--- src/rtl/ahbl_sram_responder_if.sv ---
// AHB-Lite bus bundle for the SRAM responder slot.
// The master modport is the fabric side. The slave modport is the responder side.
interface ahbl_sram_responder_if;
  logic        HSEL;
  logic [31:0] HADDR;
  logic [1:0]  HTRANS;
  logic        HWRITE;
  logic [2:0]  HSIZE;
  logic [31:0] HWDATA;
  logic        HREADY;
  logic        HREADYOUT;
  logic [31:0] HRDATA;
  logic        HRESP;

  modport master (
    output HSEL, HADDR, HTRANS, HWRITE, HSIZE, HWDATA, HREADY,
    input  HREADYOUT, HRDATA, HRESP
  );

  modport slave (
    input  HSEL, HADDR, HTRANS, HWRITE, HSIZE, HWDATA, HREADY,
    output HREADYOUT, HRDATA, HRESP
  );
endinterface

--- src/rtl/ahbl_sram_responder.sv ---
// AHB-Lite subordinate in front of a banked, single-port, 1-cycle-latency SRAM.
// Reads have zero wait states. A write's data phase owns the SRAM port, so a read
// accepted during that phase is stalled one cycle.
// Optional build macro AHBL_SRAM_ERR_EN: misaligned transfers get a two-cycle ERROR
// response. Without it, HRESP is tied low.
module ahbl_sram_responder #(
  parameter int unsigned AW    = 15,
  parameter int unsigned NBANK = 4
) (
  input  logic                 HCLK,
  input  logic                 HRESET,
  ahbl_sram_responder_if.slave bus,
  input  logic [31:0]          SRAMRDATA,
  output logic [3:0]           SRAMWEN,
  output logic [31:0]          SRAMWDATA,
  output logic [NBANK-1:0]     SRAMCS,
  output logic [AW-1:0]        SRAMADDR
);

  typedef enum logic [2:0] {
    S_IDLE, S_WR, S_RD, S_RDW, S_ERR1, S_ERR2
  } state_t;

  state_t           r_state;
  logic [1:0]       r_bank;
  logic [AW-1:0]    r_addr;
  logic [3:0]       r_lanes;
  logic             r_rd_ok;
  logic             r_hreadyout;
  logic             r_hresp;

  logic             w_valid;
  logic             w_accept;
  logic             w_err;
  logic [1:0]       w_bank;
  logic [AW-1:0]    w_waddr;
  logic [3:0]       w_lanes;
  logic [NBANK-1:0] w_sel_h;
  logic [NBANK-1:0] w_sel_r;
  logic             w_unused;

  // Bank indices with no populated bank decode to an all-zero select.
  function automatic logic [NBANK-1:0] f_bank_sel(input logic [1:0] bank);
    logic [NBANK-1:0] sel;
    sel = '0;
    for (int unsigned i = 0; i < NBANK; i++) begin
      sel[i] = (32'(bank) == i);
    end
    return sel;
  endfunction

  assign w_valid  = bus.HSEL & bus.HTRANS[1] & bus.HREADY;
  assign w_accept = w_valid & r_hreadyout;
  assign w_bank   = bus.HADDR[AW+3:AW+2];
  assign w_waddr  = bus.HADDR[AW+1:2];
  assign w_sel_h  = f_bank_sel(w_bank);
  assign w_sel_r  = f_bank_sel(r_bank);

`ifdef AHBL_SRAM_ERR_EN
  assign w_err = ((bus.HSIZE == 3'd1) && bus.HADDR[0]) ||
                 ((bus.HSIZE == 3'd2) && (bus.HADDR[1:0] != 2'b00)) ||
                 (bus.HSIZE > 3'd2);
  assign bus.HRESP = r_hresp;
  assign w_unused  = ^{bus.HADDR[31:AW+4], bus.HTRANS[0]};
`else
  assign w_err     = 1'b0;
  assign bus.HRESP = 1'b0;
  assign w_unused  = ^{bus.HADDR[31:AW+4], bus.HTRANS[0], r_hresp};
`endif

  // Byte-lane mask from transfer size and the low address bits. Any size above word is a full word.
  always_comb begin
    w_lanes = 4'b1111;
    case (bus.HSIZE)
      3'd0:    w_lanes = 4'b0001 << bus.HADDR[1:0];
      3'd1:    w_lanes = 4'b0011 << {bus.HADDR[1], 1'b0};
      default: w_lanes = 4'b1111;
    endcase
  end

  // Transfer FSM with registered ready and response.
  always_ff @(posedge HCLK) begin
    if (HRESET) begin
      r_state     <= S_IDLE;
      r_bank      <= '0;
      r_addr      <= '0;
      r_lanes     <= '0;
      r_rd_ok     <= 1'b0;
      r_hreadyout <= 1'b1;
      r_hresp     <= 1'b0;
    end else begin
      r_hreadyout <= 1'b1;
      r_hresp     <= 1'b0;
      if (w_accept && w_err) begin
        r_state     <= S_ERR1;
        r_hreadyout <= 1'b0;
        r_hresp     <= 1'b1;
      end else if (w_accept && bus.HWRITE) begin
        r_state <= S_WR;
        r_bank  <= w_bank;
        r_addr  <= w_waddr;
        r_lanes <= w_lanes;
      end else if (w_accept) begin
        if (r_state == S_WR) begin
          // The SRAM port is busy with the write data phase. Park the read and issue it from RDW.
          r_state     <= S_RDW;
          r_bank      <= w_bank;
          r_addr      <= w_waddr;
          r_hreadyout <= 1'b0;
        end else begin
          r_state <= S_RD;
          r_rd_ok <= |w_sel_h;
        end
      end else begin
        case (r_state)
          S_RDW: begin
            r_state <= S_RD;
            r_rd_ok <= |w_sel_r;
          end
          S_ERR1: begin
            r_state <= S_ERR2;
            r_hresp <= 1'b1;
          end
          default: r_state <= S_IDLE;
        endcase
      end
    end
  end

  // SRAM port steering. It is held idle during reset so that an abandoned write never lands.
  always_comb begin
    SRAMCS   = '0;
    SRAMWEN  = '0;
    SRAMADDR = w_waddr;
    if (!HRESET) begin
      case (r_state)
        S_WR: begin
          SRAMCS   = w_sel_r;
          SRAMADDR = r_addr;
          SRAMWEN  = (|w_sel_r) ? r_lanes : 4'b0000;
        end
        S_RDW: begin
          SRAMCS   = w_sel_r;
          SRAMADDR = r_addr;
        end
        default: begin
          if (w_accept && !bus.HWRITE && !w_err) begin
            SRAMCS = w_sel_h;
          end
        end
      endcase
    end
  end

  assign SRAMWDATA     = bus.HWDATA;
  assign bus.HREADYOUT = r_hreadyout;
  assign bus.HRDATA    = ((r_state == S_RD) && r_rd_ok) ? SRAMRDATA : '0;

endmodule

--- src/flat_wrapper.sv ---
// flat-port wrapper written by rule: the top's interface ports become plain ports
module ahbl_sram_responder_flat 
#(
  parameter int unsigned AW    = 15,
  parameter int unsigned NBANK = 4
)
  (HCLK, HRESET, SRAMRDATA, SRAMWEN, SRAMWDATA, SRAMCS, SRAMADDR, bus_HSEL, bus_HADDR, bus_HTRANS, bus_HWRITE, bus_HSIZE, bus_HWDATA, bus_HREADY, bus_HREADYOUT, bus_HRDATA, bus_HRESP);
  ahbl_sram_responder_if bus_i ();
  input  logic HCLK;
  input  logic HRESET;
  input  logic [31:0] SRAMRDATA;
  output logic [3:0] SRAMWEN;
  output logic [31:0] SRAMWDATA;
  output logic [NBANK-1:0] SRAMCS;
  output logic [AW-1:0] SRAMADDR;
  input wire logic [$bits(bus_i.HSEL)-1:0] bus_HSEL;
  input wire logic [$bits(bus_i.HADDR)-1:0] bus_HADDR;
  input wire logic [$bits(bus_i.HTRANS)-1:0] bus_HTRANS;
  input wire logic [$bits(bus_i.HWRITE)-1:0] bus_HWRITE;
  input wire logic [$bits(bus_i.HSIZE)-1:0] bus_HSIZE;
  input wire logic [$bits(bus_i.HWDATA)-1:0] bus_HWDATA;
  input wire logic [$bits(bus_i.HREADY)-1:0] bus_HREADY;
  output wire logic [$bits(bus_i.HREADYOUT)-1:0] bus_HREADYOUT;
  output wire logic [$bits(bus_i.HRDATA)-1:0] bus_HRDATA;
  output wire logic [$bits(bus_i.HRESP)-1:0] bus_HRESP;
  assign bus_i.HSEL = bus_HSEL;
  assign bus_i.HADDR = bus_HADDR;
  assign bus_i.HTRANS = bus_HTRANS;
  assign bus_i.HWRITE = bus_HWRITE;
  assign bus_i.HSIZE = bus_HSIZE;
  assign bus_i.HWDATA = bus_HWDATA;
  assign bus_i.HREADY = bus_HREADY;
  assign bus_HREADYOUT = bus_i.HREADYOUT;
  assign bus_HRDATA = bus_i.HRDATA;
  assign bus_HRESP = bus_i.HRESP;
  ahbl_sram_responder #(.AW(AW), .NBANK(NBANK)) u_core (.HCLK(HCLK), .HRESET(HRESET), .bus(bus_i), .SRAMRDATA(SRAMRDATA), .SRAMWEN(SRAMWEN), .SRAMWDATA(SRAMWDATA), .SRAMCS(SRAMCS), .SRAMADDR(SRAMADDR));
endmodule
--- config.mk ---
export PLATFORM = sky130hd
export DESIGN_NAME = ahbl_sram_responder_flat
export DESIGN_NICKNAME = d
export VERILOG_FILES = /design/src/rtl/ahbl_sram_responder_if.sv /design/src/rtl/ahbl_sram_responder.sv /design/src/flat_wrapper.sv
export SDC_FILE = /design/constraint.sdc
export NUM_CORES = 1
export LEC_CHECK = 0
export CAP_MARGIN = 20
export CORE_MARGIN = 3
export CORE_UTILIZATION = 30
export CTS_CLUSTER_SIZE = 24
export DETAILED_ROUTE_END_ITERATION = 8
export GPL_TIMING_DRIVEN = 0
export HOLD_SLACK_MARGIN = 0.02
export PLACE_DENSITY = 0.93
export SETUP_SLACK_MARGIN = 0.1
export SKIP_LAST_GASP = 1
export SYNTH_ARGS = -nofsm -noshare
export SYNTH_HDL_FRONTEND = slang
export SYNTH_SLANG_ARGS = --single-unit
--- constraint.sdc ---
create_clock -name HCLK -period 1.8 [get_ports HCLK]
set_input_delay 0.18 -clock HCLK [delete_from_list [all_inputs] [get_ports HCLK]]
set_output_delay 0.18 -clock HCLK [all_outputs]
set_load 0.005 [all_outputs]
==> impl_metrics.env <==
export IMPL_viasPerCell=4.66
export IMPL_synth_cell_type_count=35
export IMPL_maxSlewViolCount=0
export IMPL_whs_ns=0.479
export IMPL_synth_sequential_area_ratio=0.268
export IMPL_hold_violations=0
export IMPL_grt_max_degree=14
export IMPL_cts_sinks=26
export IMPL_ys_warn_count=0
export IMPL_num_fill_cells=449
export IMPL_fin_crit_sh=1.03
export IMPL_grt_pass1_wl_mm=12.0
export IMPL_avgSynthCellArea_um2=8.70
export IMPL_synth_largest_area_cell="dfxtp_1"
export IMPL_gp_congestion=0.833
export IMPL_yosys_top_cells_area="dfxtp_1, buf_4, nand2b_1, and2_1, mux2i_1"
export IMPL_via_count=2281
export IMPL_syn_to_final_growth_pct=116
export IMPL_crit_arrival_ns=1.67
export IMPL_final_cell_mix="clkdlybuf4s50_1, buf_6, buf_4, nand2b_1, and2_4"
export IMPL_die_y_um=86.4
export IMPL_antenna_found_initial=0
export IMPL_insertion_delay_ns=0.27
export IMPL_synth_top_area_frac=0.268
export IMPL_crit_path_end_kind="output pin"
export IMPL_multiInputGateArea_mm2=0.00128
export IMPL_finalSetupTns_ns=-0.396
export IMPL_setup_slack_ns=-0.0548
export IMPL_drc=0
export IMPL_io_pins=195
export IMPL_cts_tree="done"
export IMPL_initial_utilization=0.318
export IMPL_post_drt_wl_per_cell_um=16.4
export IMPL_async_flop_share=0
export IMPL_grt_usage=0.200
export IMPL_power_density_mw_per_mm2=337
export IMPL_cts_inserted_buffers=3
export IMPL_place_hpwl_mm=5.74
export IMPL_final_cells=490
export IMPL_clockBufferDepth=2
export IMPL_drt_wl_total_mm=8.04
export IMPL_ir_worst_vdd_uv=246
export IMPL_max_freq_mhz=539
export IMPL_drt_first_iter_violations=97
export IMPL_htreeDepth=1
export IMPL_status="finished, violations left"
export IMPL_io_buffers=147
export IMPL_max_cap_violations=0
export IMPL_cp_max_fo=4
export IMPL_die_area_mm2=0.00746
export IMPL_start_kind="flop"
export IMPL_synth_ff_type="dfxtp_1"
export IMPL_seq_area_um2=529
export IMPL_diodes=0
export IMPL_period_needed_ns=1.85
export IMPL_die_w_um=86.4
export IMPL_setup_viol=9
export IMPL_synthCells=223
export IMPL_synth_edf_count=0
export IMPL_p_leak_uw=0.00187
export IMPL_violations="setup timing"
export IMPL_core_area_mm2=0.00610
export IMPL_dr_pass1_iters=4
export IMPL_grt_pass1_vias=2461
export IMPL_netlist_area_mm2=0.00194
export IMPL_finClkSkew_ns=0.00447
export IMPL_cts_root_buf="clkbuf_8"
export IMPL_ctsHoldBuffers=0
export IMPL_layout_commonest_cell="clkdlybuf4s50_1"
export IMPL_min_path_type="reg2reg"
export IMPL_worstSetupPathType="reg2out"
export IMPL_clkSlewWorstSetupHoldPaths_ns=0.09
export IMPL_overflow=0
export IMPL_final_net_count=523
export IMPL_rsz0062_at_grt="true"
export IMPL_synth_fp_nets=329
export IMPL_ant_nets=0
export IMPL_ys_ff_latch=26
export IMPL_place_inst=445
export IMPL_rows=28
export IMPL_cp_required_ns=1.62
export IMPL_drive_gt1_frac=0.465
==> report_power, final <==
group	internal, µW	leakage [µW]	switching (µW)	total [µW]
sequential	586	0.000213	8.96	595
combinational	340	0.00164	144	484
clock	150	0.0000216	181	330
total	1080	0.00187	333	1410
==> worst max-delay path: stages (launching register included) <==
cell     delay [ns]
dfxtp_4        0.37
nor3b_4        0.25
buf_4          0.17
buf_6          0.11
buf_6          0.11
mux2_4         0.30
buf_6          0.11
==> cell families after synthesis <==
| kind of cell | Yosys count | share of synthesized area |
|---|---|---|
| DFF | 26 | 0.268 |
| and+or+nand+nor | 97 | 0.315 |
| AOI/OAI and AO/OA | 18 | 0.0658 |
| buffers and inverters | 47 | 0.164 |
| other | 1 | 0.00193 |
| muxes | 34 | 0.185 |
==> stage by stage <==
step | setup WS [ns] | total power (µW) | util | instance area, µm²
after floorplan | 0.269 | 766 | - | 1940
after global placement | -0.708 | 1030 | 0.575 | 3500
after detailed placement | -0.756 | 1040 | 0.575 | 3500
after CTS | -0.0908 | 1400 | 0.645 | 3930
after global routing | -0.140 | 1480 | 0.687 | 4190
final | -0.0548 | 1410 | 0.687 | 4190
==> cell usage after synthesis (2+ instances only) <==
| master | count |
|---|---|
| nand2b_1 | 38 |
| buf_4 | 33 |
| and2_1 | 32 |
| dfxtp_1 | 26 |
| mux2i_1 | 19 |
| mux2_2 | 15 |
| clkbuf_1 | 9 |
| a21oi_1 | 7 |
| a311oi_1 | 4 |
| and3_1 | 4 |
| nand4_1 | 4 |
| nor2_1 | 4 |
| inv_1 | 3 |
| nand2_1 | 2 |
| nand3_1 | 2 |
| or3_1 | 2 |
==> state kept, by name, summed over array words and instances, names as in the netlist <==
signal and count:
u_core.r_lanes 4, u_core.r_bank 2, u_core.r_addr 15, u_core.r_rd_ok 1, u_core.bus.HREADYOUT 1, u_core.r_state 3
==> layout make-up <==
cell class / count / area share
timing repair buffer: 190 / 0.450
multi-input combinational: 150 / 0.306
sequential: 26 / 0.126
buffer: 43 / 0.0819
tap: 75 / 0.0224
clock buffer: 3 / 0.00987
inverter: 3 / 0.00269
==> timing repair <==
action	CTS	global route
setup buffers	33	14
cloned	3	0
endpoints found under the setup margin	55	62
gates resized for setup	292	62
pin swaps	10	19
==> final timing paths <==
kind	to	slack [ns]	from	cells after the start
max	SRAMADDR[8]	-0.05	u_core.r_state[0]	6
min	u_core.r_addr[13]	0.48	u_core.r_addr[13]	2
max reg2reg	u_core.r_bank[0]	0.18	u_core.r_state[2]	5
min reg2reg	u_core.r_addr[13]	0.48	u_core.r_addr[13]	2
==> per-layer routing <==
| metal | GRT usage | wire length [µm] | vias to the layer above |
|---|---|---|---|
| met5 | 0 | 0 | - |
| met4 | 0.0510 | 104 | 0 |
| met3 | 0.0523 | 645 | 8 |
| met2 | 0.407 | 4630 | 109 |
| met1 | 0.195 | 2660 | 1062 |
| li1 | - | - | 1102 |
No activity file was read; power rests on OpenSTA's default activity.
